==> src/rtl/time_set_ctrl.sv <==
// Time-setting controller: debounced mode/inc/cancel buttons drive an hour/min/sec editor
// that loads the live counters through one-cycle strobes. Define TIME_SET_DEC_EN to add btn_dec.
module time_set_ctrl #(
  parameter int unsigned DEBOUNCE_CYCLES = 20000,
  parameter int unsigned HOUR_MOD        = 24,
  parameter int unsigned MS_MOD          = 60
) (
  input  logic       clk,
  input  logic       rst_n,
  input  logic       btn_mode,
  input  logic       btn_inc,
  input  logic       btn_cancel,
`ifdef TIME_SET_DEC_EN
  input  logic       btn_dec,
`endif
  input  logic [7:0] cur_hour,
  input  logic [7:0] cur_min,
  input  logic [7:0] cur_sec,
  output logic       run_en,
  output logic       modify_hour,
  output logic       modify_min,
  output logic       modify_sec,
  output logic [7:0] modified_value,
  output logic [1:0] edit_field,
  output logic [7:0] edit_value
);

`ifdef TIME_SET_DEC_EN
  localparam int unsigned NB = 4;
`else
  localparam int unsigned NB = 3;
`endif
  localparam int unsigned    CW       = $clog2(DEBOUNCE_CYCLES + 1);
  localparam logic [CW-1:0]  CNT_LAST = CW'(DEBOUNCE_CYCLES - 1);
  localparam logic [8:0]     HOUR_LIM = 9'(HOUR_MOD);
  localparam logic [8:0]     MS_LIM   = 9'(MS_MOD);
  localparam logic [7:0]     HOUR_MAX = 8'(HOUR_MOD - 1);
  localparam logic [7:0]     MS_MAX   = 8'(MS_MOD - 1);

  typedef enum logic [1:0] {IDLE, SET_HOUR, SET_MIN, SET_SEC} state_t;
  typedef enum logic [1:0] {PEND_NONE, PEND_HOUR, PEND_MIN, PEND_SEC} pend_t;

  logic [NB-1:0] raw, sync1, sync2, stable, stable_d, press;
  logic [CW-1:0] cnt [NB];

`ifdef TIME_SET_DEC_EN
  assign raw = {btn_dec, btn_cancel, btn_inc, btn_mode};
`else
  assign raw = {btn_cancel, btn_inc, btn_mode};
`endif

  // A level is accepted only after it differs from the accepted level for DEBOUNCE_CYCLES cycles.
  always_ff @(posedge clk or negedge rst_n) begin
    if (!rst_n) begin
      sync1    <= '0;
      sync2    <= '0;
      stable   <= '0;
      stable_d <= '0;
      for (int unsigned i = 0; i < NB; i++) cnt[i] <= '0;
    end else begin
      sync1    <= raw;
      sync2    <= sync1;
      stable_d <= stable;
      for (int unsigned i = 0; i < NB; i++) begin
        if (sync2[i] == stable[i]) begin
          cnt[i] <= '0;
        end else if (cnt[i] == CNT_LAST) begin
          stable[i] <= sync2[i];
          cnt[i]    <= '0;
        end else begin
          cnt[i] <= cnt[i] + CW'(1);
        end
      end
    end
  end

  assign press = stable & ~stable_d;

  logic ev_mode, ev_inc, ev_cancel;
  assign ev_mode   = press[0];
  assign ev_inc    = press[1];
  assign ev_cancel = press[2];
`ifdef TIME_SET_DEC_EN
  logic ev_dec;
  assign ev_dec = press[3];
`endif

  function automatic logic [7:0] clamp(input logic [7:0] v, input logic [8:0] lim);
    return ({1'b0, v} >= lim) ? '0 : v;
  endfunction

  state_t     state;
  pend_t      pend;
  logic [7:0] fmax;

  always_comb begin
    fmax = MS_MAX;
    if (state == SET_HOUR) fmax = HOUR_MAX;
  end

  // The load value is registered on the commit edge and the strobe follows one cycle later,
  // so modified_value is already settled the cycle before the strobe.
  always_ff @(posedge clk or negedge rst_n) begin
    if (!rst_n) begin
      state          <= IDLE;
      pend           <= PEND_NONE;
      run_en         <= 1'b1;
      modify_hour    <= 1'b0;
      modify_min     <= 1'b0;
      modify_sec     <= 1'b0;
      modified_value <= '0;
      edit_value     <= '0;
      edit_field     <= 2'd0;
    end else begin
      modify_hour <= (pend == PEND_HOUR);
      modify_min  <= (pend == PEND_MIN);
      modify_sec  <= (pend == PEND_SEC);
      pend        <= PEND_NONE;
      if (pend == PEND_SEC) run_en <= 1'b1;

      case (state)
        IDLE: begin
          if (ev_mode) begin
            edit_value <= clamp(cur_hour, HOUR_LIM);
            state      <= SET_HOUR;
            edit_field <= 2'd1;
            run_en     <= 1'b0;
          end
        end
        default: begin
          if (ev_cancel) begin
            state      <= IDLE;
            edit_field <= 2'd0;
            run_en     <= 1'b1;
          end else if (ev_mode) begin
            modified_value <= edit_value;
            case (state)
              SET_HOUR: begin
                pend       <= PEND_HOUR;
                edit_value <= clamp(cur_min, MS_LIM);
                state      <= SET_MIN;
                edit_field <= 2'd2;
              end
              SET_MIN: begin
                pend       <= PEND_MIN;
                edit_value <= clamp(cur_sec, MS_LIM);
                state      <= SET_SEC;
                edit_field <= 2'd3;
              end
              default: begin
                pend       <= PEND_SEC;
                state      <= IDLE;
                edit_field <= 2'd0;
              end
            endcase
          end else if (ev_inc) begin
            edit_value <= (edit_value == fmax) ? '0 : edit_value + 8'd1;
          end
`ifdef TIME_SET_DEC_EN
          else if (ev_dec) begin
            edit_value <= (edit_value == '0) ? fmax : edit_value - 8'd1;
          end
`endif
        end
      endcase
    end
  end

endmodule

==> config.mk <==
export PLATFORM = sky130hd
export DESIGN_NAME = time_set_ctrl
export DESIGN_NICKNAME = d
export VERILOG_FILES = /design/src/rtl/time_set_ctrl.sv
export SDC_FILE = /design/constraint.sdc
export NUM_CORES = 1
export LEC_CHECK = 0
export ABC_AREA = 1
export BUFFER_PORTS_ARGS = -buffer_cell sky130_fd_sc_hd__buf_2
export CAP_MARGIN = 10
export CORE_MARGIN = 3
export CORE_UTILIZATION = 53
export DETAILED_ROUTE_END_ITERATION = 10
export PLACE_DENSITY = 0.76
export SLEW_MARGIN = 20
export SYNTH_ARGS = -nofsm -noshare
export SYNTH_HDL_FRONTEND = slang
export SYNTH_SLANG_ARGS = --single-unit
==> constraint.sdc <==
create_clock -name clk -period 1.7 [get_ports clk]
set_clock_uncertainty 0.15 [all_clocks]
set_input_delay 0.34 -clock clk [delete_from_list [all_inputs] [get_ports clk]]
set_output_delay 0.34 -clock clk [all_outputs]
set_load 0.02 [all_outputs]
== Word-level counts from Yosys, hierarchy flattened ==
Cells that the tools add are included.
W data, S select, Z words.
Cells by class
  $add $sub $neg: 4
  order comparisons: 3
  equality and inequality tests: 15
  muxes and demuxes: 30
  bitwise logic cells: 7
  reduce and logical (&&, ||, !) cells: 9
Operators by type and width (number)
  $mux W15: 6
  $mux W8: 9
  $add A15 B1 Y15 const B: 3
  $eq A15 B15 Y1 const B: 3
  $ge A8 B6 Y1 const B: 2
  $pmux W8 S2: 1
  $mux W2: 7
  $add A8 B1 Y8 const B: 1
  $eq A8 B8 Y1: 1
  $ge A8 B5 Y1 const B: 1
  $pmux W2 S2: 2
  $reduce_and A2 Y1: 4
  $eq A2 B2 Y1 const B: 3
  $mux W6: 1
  $not A1 Y1: 5
  $eq A2 B1 Y1 const B: 2
  $mux W1: 4
  $ne A4 B1 Y1 const B: 1
  $reduce_and A4 Y1: 1
  $and A3 B3 Y3: 1
  $eq A1 B1 Y1: 3
  $not A3 Y3: 1
  $reduce_and A3 Y1: 1
  $reduce_bool A3 Y1: 1
  other kinds (4): 4
Storage, ports and cells
  flip-flop bits (word level): 81
  input bits: 29
  output and inout bits: 22

== Logic depth before layout (Yosys ltp) ==
Gate-level depths: netlist of run 1.
  depth after elaboration: 8
  depth in mapped cells: 12
  mapped depth without buffers: 10

== Worst setup path after synthesis of run 1 ==
Ideal clock, no wire load.
  path type: reg2reg
  from: register state[0]
  to: register edit_value[2]
  arrival time: 1.587 ns
  path slack: -0.156 ns
  cell stages (with the launch flop): 11
  buffers on the path: 2
  path through: dfrtp_1 inv_1 ha_1 buf_6 inv_4 nand3_2 o21ai_2 nand2_2 buf_6 o21ai_1 nand2_1
On the way
  longest elaborated chain between the ends: 8
  elaborated cells on any way between the ends: 15
RTL lines
  start: declaration: RTL line 92  | state_t state;
  start signal: assignment: RTL line 105  | state <= IDLE;
  start signal: assignment: RTL line 125  | state <= SET_HOUR;
  start signal: assignment: RTL line 132  | state <= IDLE;
  $eq A2 B1 Y1: RTL line 98, 137
  $mux W6: RTL line 98  | if (state == SET_HOUR) fmax = HOUR_MAX;
  $eq A8 B8 Y1: RTL line 157  | edit_value <= (edit_value == fmax) ? '0 : edit_value + 8'd1;
  $mux W8: RTL line 157
  $mux W8: RTL line 156  | end else if (ev_inc) begin
  $mux W8: RTL line 135  | end else if (ev_mode) begin
  $mux W8: RTL line 131  | if (ev_cancel) begin
  $mux W8: RTL line 121  | case (state)
  end signal: assignment: RTL line 124  | edit_value <= clamp(cur_hour, HOUR_LIM);
  end signal: assignment: RTL line 140  | edit_value <= clamp(cur_min, MS_LIM);
  end signal: assignment: RTL line 157
  end: declaration: RTL line 25  | output logic [7:0] edit_value
Several ways; a longest one is shown, not always the timed one. The select of a mux whose other input is x is not followed.
A chain may end at the register's enable or synchronous reset.

== Final worst setup path of run 1 ==
  from: register state[0]
  to: register edit_value[5]
Same word-level chain as after synthesis.

==> metrics.txt, run 1 <==
num rows=32; fin util=68.1%; worst hold margin=0.205 ns; Slew HR=70.8%; Worst Path Max Fanout=5; Initial Utilization=56.0%; worst skew pair latency=0.35 ns; P&R area growth vs syn=21.7%; initial antenna violation count=0; register area share after synthesis=between 40% and 50%; fin area=5400 sq um; Least-Margin Pin Slew=about 0.44 ns; dpl hpwl=7460 um; post-route ant nets=0; layout cell share with drive strength beyond 1=20.9%; total die area=9500 sq um; peak per-stage delay on the critical path=0.44 ns; pwr dens=687 nW/um^2; RSZ-0062 raised after global routing=yes; area of the mapped netlist=approximately 4400 sq um; Vias/cell=5.44; kind of critical path=reg -> reg; DR DRC count=0; Leak=2.63 nW; placed cell area=~4900 sq um; Final setup viols=0; die width=97.5 um; CTS root buf=clkbuf_8; Initial DRC Count=206; syn_nets=620; Synth area leaders=dfrtp_1, nand2_1, nand3_1; CTS tree=done; worst hold path class=reg -> reg; GR peak layer=met2; Placed Cells=740; CTS Buffer Depth=2; CP Data Arrival Time=1.83 ns; vias in the first global route=3971; synthesized instance count=between 500 and 600; Tot GR Track Use=approximately 22%; Final #Nets=703; Yosys top cell area share=around 45%; synth unique cells=33; status=finished clean; cell taking the most area after synthesis=dfrtp_1; worst vdd ir=~0.00055 V; H-Tree Level Count=3; Antenna Cells=0; input/output buffers=50; max-slew violations=0; First-pass DRT Iterations=5; Tcrit/Tclk final=99.4%; clock period minus worst slack=1.69 ns; global placement routability congestion=0.982; top cells by count, synth=nand2_1, inv_1, nor2_1; Die H=97.5 um; grt total ovfl=0; first-pass GRT wire length=~18000 um; total CTS buffers=9; FFs w/ async S/R, synth=100%; Post-synth EDFFs=0; clock slew at reported path FFs=~0.080 ns; largest net degree at the start of global routing=32; Critical Path Start Type=register; GR Util met2=35.8%; TNS Setup=0 ns; register bit total from synthesis=81; max cap viols=0; final non-filler cell total=771; count leader, synth=nand2_1; via count=4198; final hold vios=0; Slowest-stage cell, CP=dfrtp_2; syn avg cell area=about 7.6 sq um; WP data required=1.84 ns; number of top-level pins=51; CP Capture Type=register; clk sink count=81; WL/cell=13.9 um; f_max=0.592 GHz; met1 Use GR=between 20 and 30%; Yosys warnings=0; Global Route met3 Usage=between 4 and 5%; Routed WL=10700 um; Critical Path, Cell by Cell=inv_4 -> ha_4 -> inv_6 -> nand3_4 -> o21ai_4 -> nand3_2 -> inv_2 -> nand3_1 -> nand2_1; Core Footprint=7930 sq um; Main synth FF type=dfrtp_1
critical path: cells and delay by family, from the launching register on:
| kind | cells | cell delay [ns] |
|---|---|---|
| AOI/OAI and AO/OA | 1 | 0.23 |
| and+or+nand+nor | 4 | 0.37 |
| buffers and inverters | 3 | 0.25 |
| DFF | 1 | 0.44 |
| adders and majority gates | 1 | 0.18 |
stage by stage:
| step | total power [W] | setup WS, ns |
|---|---|---|
| 4_1_cts | 0.00373 | 0.00506 |
| 2_1_floorplan | 0.00207 | -0.0412 |
| 5_1_grt | 0.00387 | -0.122 |
| 3_5_place_dp | 0.00218 | 0.0172 |
| 3_3_place_gp | 0.00217 | 0.0687 |
| 6_report | 0.00371 | 0.0105 |
layer usage:
metal | part of all wire, % | up-vias | routed length (um)
met4 | 1.6 | 0 | 167
met3 | 7.1 | 20 | 764
met2 | 48 | 168 | 5130
met1 | 44 | 1956 | 4670
met5 | 0 | - | 0
li1 | - | 2054 | -
sequential cells by signal, indices dropped and copies added, names as in the netlist, 2 cells and up:
| signal | cells |
|---|---|
| cnt | 45 |
| edit_value | 8 |
| modified_value | 8 |
| stable | 3 |
| stable_d | 3 |
| sync1 | 3 |
| sync2 | 3 |
| pend | 2 |
| state | 2 |
placed cells by master (no fill, tap or decap), types with 4 or more instances in the layout:
cell type | netlist | final
nand3_4 | 0 | 4
nand2_2 | 2 | 8
buf_2 | 5 | 50
nand3_1 | 65 | 60
nor2_1 | 82 | 76
nor3_1 | 20 | 20
dfrtp_1 | 80 | 78
dlygate4sd3_1 | 0 | 4
a21oi_1 | 14 | 14
nor2_2 | 2 | 7
nand2_1 | 126 | 120
nand4_1 | 23 | 23
o21bai_1 | 4 | 4
xor2_1 | 14 | 14
buf_4 | 0 | 23
inv_1 | 86 | 84
clkbuf_8 | 0 | 11
nand3_2 | 3 | 4
o21ai_0 | 17 | 17
where the power goes:
group	switching, W	leakage, nW	internal [W]
combinational	0.000115	1.44	0.0000770
clock	0.000659	0.111	0.000889
sequential	0.0000201	1.08	0.00195
kinds of logic after synthesis:
kind of cell / Yosys count / synth area share [%]
mux: 1 / 0.254
fa+ha+maj: 8 / 2.26
buf+inv: 98 / 8.89
compound gates: 47 / 6.01
simple gates: 331 / 33.5
flops: 81 / 45.7
xor+xnor: 17 / 3.36
cell type report:
class	count	area (sq um)
Clock buffer	11	151
Clock inverter	3	65.1
Fill cell	641	2530
Inverter	90	350
Multi-Input combinational cell	405	2180
Sequential cell	81	2030
Tap cell	102	128
Timing Repair Buffer	79	494
repair_timing:
item | 4_1_cts | 5_1_grt
cloned | 0 | 2
setup buffers | 0 | 11
hold endpoints to repair | 29 | 0
hold buffers | 4 | 0
setup endpoints to repair | 2 | 29
pin swaps | 0 | 12
gates resized for setup | 1 | 35
final timing paths:
check,from,to,slack (ns),cells past startpoint
max in group asynchronous,rst_n,cnt[12],0.53,3
min in group asynchronous,rst_n,edit_value[4],0.30,2
hold reg to reg,sync1[2],sync2[2],0.21,0
setup reg to reg,state[0],edit_value[5],0.01,9
setup / recovery,state[0],edit_value[5],0.01,9
hold / removal,sync1[2],sync2[2],0.21,0
Note: power is estimated with default switching activity, not from simulation.
==> inputs of run 2 (changes only) <==
Settings changed: REMOVE_ABC_BUFFERS set to 1.
==> metrics.txt, run 2 (same netlist as run 1, synthesis figures left out) <==
largest reg by FF count=cnt; Die H=97.5 um (unchanged); number of top-level pins=51 (unchanged); hold path cells=0 (unchanged); DR DRC count=0 (unchanged); met2 wire length=5000 um (-2.5%); worst skew pair latency=0.35 ns (about the same); clock period minus worst slack=1.69 ns (-0.00189 ns); wire length on met1=4380 um (-6.4%); total die area=9500 sq um (unchanged); Max Used Layer=met4; Final #Nets=697 (-0.85%); pwr dens=686 nW/um^2 (-0.18%); P&R area growth vs syn=20.4%; num rows=32 (unchanged); input/output buffers=50 (unchanged); Least-Margin Pin Slew=0.353 ns (-0.0845 ns); First-pass DRT Iterations=5 (unchanged); cells on worst reg2reg path=9 (unchanged); Met3 Routed Length=559 um (-27%); WL/cell=13.2 um (-5.0%); max cap viols=0 (unchanged); H-Tree Level Count=3 (unchanged); Initial DRC Count=191 (-7.3%); hold_sp=sync1[1]; via count=4140 (-1.4%); CTS Buffer Depth=2 (unchanged); initial antenna violation count=0 (unchanged); Leak=2.60 nW (-1.2%); Power, Total=0.00366 W (-1.3%); Vias/cell=5.40 (-0.87%); Worst R2R Start=state[0]; f_max=0.593 GHz (+0.11%); Core Footprint=7930 sq um (unchanged); CP startpoint=state[0]; clock slew at reported path FFs=0.08 ns (about the same); commonest non-fill, non-tap cells in the layout=nand2_1, inv_1, dfrtp_1, nor2_1, nand3_1; RSZ-0062 raised after global routing=yes; TNS Setup=0 ns (unchanged); CP Data Arrival Time=1.83 ns (about the same); final hold vios=0 (unchanged); CTS root buf=clkbuf_8; Tcrit/Tclk final=99.3% (-0.11 points); CP Capture Type=register; Initial Utilization=56.0% (unchanged); Routed WL=10200 um (-5.5%); CTS tree=done; die width=97.5 um (unchanged); grt total ovfl=0 (unchanged); layout cell share with drive strength beyond 1=19.8% (-1.1 points); global placement routability congestion=0.928 (-5.4%); Critical Path Start Type=register; status=finished clean; Tot GR Track Use=20.7% (-1.2 points); Final setup viols=0 (unchanged); worst vdd ir=0.000698 V (+27%); max FFs per register=45 (unchanged); worst hold path class=reg -> reg; fin util=67.4% (-0.74 points); max-slew violations=0 (unchanged); dpl hpwl=7200 um (-3.5%); vias in the first global route=3837 (-3.4%); first-pass GRT wire length=16600 um (-5.5%); kind of critical path=reg -> reg; layout filler cell count=632 (-1.4%); clk sink count=81 (unchanged); total CTS buffers=9 (unchanged); Worst Path Max Fanout=5 (unchanged); largest net degree at the start of global routing=50 (+56%); Slew HR=76.3% (+5.5 points); Largest regs=cnt: 45 flops, edit_value: 8 flops, modified_value: 8 flops; commonest non-fill, non-tap cell in the layout=nand2_1; WP data required=1.84 ns (about the same); post-route ant nets=0 (unchanged); Antenna Cells=0 (unchanged)
## run 2: cell type report
class                   instances  area, sq um  area share (%)
multi-input cells             405         2180            40.7
flip-flops and latches         81         2030            38.0
repair buffers                 73          462            8.64
inverters                      90          343            6.42
clock buffers                  12          135            2.53
well taps                     102          128            2.39
clock inverters                 4         70.1            1.31
## run 2: final timing paths
| path | to | slack (ns) |
|---|---|---|
| worst min-delay path | sync2[1] | 0.20 |
| min in group asynchronous | cnt[10] | 0.34 |
| worst max-delay path | edit_value[5] | 0.01 |
| worst min register to register | sync2[1] | 0.20 |
| max in group asynchronous | run_en | 0.74 |
| worst max register to register | edit_value[5] | 0.01 |
## run 2: what timing repair did
action / CTS / global route
hold endpoints to repair: 83 / 0
endpoints found under the setup margin: 6 / 25
pin swaps: 1 / 6
gates cloned: 0 / 2
buffers inserted: 0 / 5
hold buffers: 4 / 0
resized for setup: 6 / 31
## run 2: power breakdown
group	internal [W]	switching (W)
Clock	0.000825	0.000682
Combinational	0.0000759	0.000111
Sequential	0.00195	0.0000201
Total	0.00285	0.000813
## run 2: routing by layer
layer / up-vias / track usage, %
met3: 21 / 3.80
met2: 130 / 34.7
met1: 1957 / 26.8
met5: - / 0
met4: 0 / 7.35
li1: 2032 / -
## run 2: critical path, cell delays in order (launching register included)
cell	delay, ns
dfrtp_1	0.41
inv_2	0.09
ha_4	0.18
inv_4	0.09
nand3_4	0.08
o21ai_4	0.23
nand3_2	0.12
inv_2	0.11
nand3_1	0.08
nand2_1	0.08
## run 2: per-stage QoR
step	worst slack (ns)	hold slack (ns)	std cells	cell area, sq um
detailed placement	-0.0447	0.174	740	4890
floorplan	-0.161	-0.106	575	4380
CTS	0.0284	0.199	760	5160
global route	-0.0719	0.204	767	5340
global placement	0.0359	0.172	740	4890
finish	0.0124	0.197	767	5340
==> inputs of run 3 (changes only) <==
Settings changed: CELL_PAD_IN_SITES_DETAIL_PLACEMENT set to 1, CELL_PAD_IN_SITES_GLOBAL_PLACEMENT set to 1, CORE_UTILIZATION 53 to 39, PLACE_DENSITY 0.76 to unset, PLACE_DENSITY_LB_ADDON set to 0.1.
==> metrics.txt, run 3 (same netlist as run 1, synthesis figures left out) <==
status=finished, violations left; failing checks=setup timing; Tcrit/Tclk final=102% (+2.6 points); CTS Buffer Depth=2 (unchanged); Worst Path Max Fanout=6 (+1); Worst R2R Start=state[1]; vias in the first global route=4317 (+13%); number of top-level pins=51 (unchanged); layout filler cell count=1346 (+110%); Antenna Cells=0 (unchanged); R2R Setup Slk=-0.03 ns (-0.04 ns); die width=113 um (+16%); WL/cell=15.5 um (+17%); Initial Utilization=40.4% (-16 points); via count=4188 (+1.2%); num rows=38 (+19%); Die H=113 um (+16%); Routed WL=12700 um (+25%); grt total ovfl=0 (unchanged); CTS root buf=clkbuf_16; first-pass GRT wire length=20800 um (+25%); worst skew pair latency=0.34 ns (about the same); Vias/cell=5.11 (-5.4%); post-route ant nets=0 (unchanged); total die area=12700 sq um (+34%); largest reg by FF count=cnt; r2r endpoint=edit_value[1]; fin area=5660 sq um (+5.9%); DR DRC count=0 (unchanged); Slew HR=72.0% (-4.4 points); kind of critical path=reg -> reg; WP data required=1.79 ns (-0.05 ns); total CTS buffers=9 (unchanged); Least-Margin Pin Slew=0.418 ns (+0.0651 ns); CP Capture Type=register; placed cell area=5020 sq um (+2.8%); worst vdd ir=0.000579 V (-17%); Placed Cells=790 (+6.8%); clock period minus worst slack=1.73 ns (+0.0440 ns); initial antenna violation count=0 (unchanged); clock slew at reported path FFs=0.06 ns (-0.02 ns); Core Footprint=11000 sq um (+39%); Leak=2.73 nW (+4.9%); Final #Nets=712 (+2.2%); RSZ-0062 raised after global routing=yes; CTS tree=done; fin worst setup slack=-0.0316 ns (-0.0440 ns); pwr dens=766 nW/um^2 (+12%); Initial DRC Count=179 (-6.3%); largest net degree at the start of global routing=35 (-30%); P&R area growth vs syn=27.5%; CP Data Arrival Time=1.82 ns (about the same); commonest non-fill, non-tap cell in the layout=nand2_1; clk sink count=81 (unchanged); H-Tree Level Count=3 (unchanged); max FFs per register=45 (unchanged); max-slew violations=0 (unchanged); commonest non-fill, non-tap cells in the layout=nand2_1, inv_1, dfrtp_1, nor2_1, nand3_1; cells on worst reg2reg path=9 (unchanged); final hold vios=0 (unchanged); fin util=51.5% (-16 points); First-pass DRT Iterations=4 (-1); CP startpoint=state[1]; dpl hpwl=9200 um (+28%); Largest regs=cnt: 45 flops, edit_value: 8 flops, modified_value: 8 flops; Critical Path Start Type=register; layout cell share with drive strength beyond 1=22.4% (+2.5 points); global placement routability congestion=0.867 (-6.6%); input/output buffers=50 (unchanged); Tot GR Track Use=20.4% (-0.32 points); hold_sp=sync1[0]; worst hold path class=reg -> reg; final non-filler cell total=820 (+6.9%); f_max=0.578 GHz (-2.5%); hold path cells=0 (unchanged); hold endpoint=sync2[0]; Final setup viols=6 (+6); max cap viols=0 (unchanged)
-- run 3: changes by cell type in the layout (fill, tap and decap cells not counted), sizes merged --
cell | before | now
inv | 90 | 91
buf | 69 | 84
clkbuf | 12 | 10
clkinvlp | 0 | 1
-- run 3: power by group --
| part | leakage, nW | switching [W] | internal [W] | total (W) |
|---|---|---|---|---|
| Sequential | 1.08 | 0.0000220 | 0.00195 | 0.00197 |
| Clock | 0.159 | 0.000832 | 0.00133 | 0.00216 |
| Combinational | 1.49 | 0.000115 | 0.0000785 | 0.000194 |
| Total | 2.73 | 0.000969 | 0.00336 | 0.00433 |
-- run 3: what timing repair did --
item	in CTS	in global routing
setup buffers	1	8
hold buffers	4	0
setup endpoints to repair	13	36
cloned	0	1
pin swaps	1	14
resized for setup	6	40
endpoints found under the hold margin	21	0
-- run 3: worst max path at each step --
stage / to / slack [ns] / cells after the start
2_1_floorplan: edit_value[2] / -0.16 / 10
3_3_place_gp: edit_value[2] / 0.01 / 10
3_5_place_dp: edit_value[2] / -0.09 / 9
4_1_cts: edit_value[0] / 0.002 / 10
5_1_grt: edit_value[5] / -0.12 / 9
6_report: edit_value[1] / -0.03 / 9
-- run 3: final cells by class --
type	count	area [sq um]	area share [%]
repair buffers	88	601	10.6
flip-flops and latches	81	2030	35.9
clock inverters	6	90.1	1.59
clock buffers	10	239	4.22
inverters	90	345	6.10
multi-input cells	405	2180	38.5
well taps	140	175	3.10
-- run 3: metal layers --
| metal | part of all wire [%] | GRT usage [%] | vias to the layer above |
|---|---|---|---|
| met4 | 1.6 | 7.37 | 0 |
| li1 | - | - | 2072 |
| met2 | 49 | 33.5 | 66 |
| met1 | 45 | 26.2 | 2033 |
| met5 | 0 | 0 | - |
| met3 | 4.2 | 4.80 | 17 |
-- run 3: critical path: stages, from the launching register on --
cell and delay, ns:
dfrtp_1 0.40, inv_2 0.08, ha_4 0.19, inv_6 0.08, nand3_4 0.06, o21ai_4 0.27
nand2_4 0.13, buf_6 0.15, nand2_1 0.06, nand2_1 0.05
-- run 3: per-stage QoR --
stage	hold WS, ns	setup TNS, ns	setup WS (ns)	total power (W)
global placement	0.104	0	0.0114	0.00218
global route	0.205	-0.906	-0.118	0.00451
CTS	0.201	0	0.00229	0.00436
finish	0.200	-0.0805	-0.0316	0.00433
floorplan	-0.106	-1.05	-0.161	0.00207
detailed placement	0.106	-0.445	-0.0866	0.00219
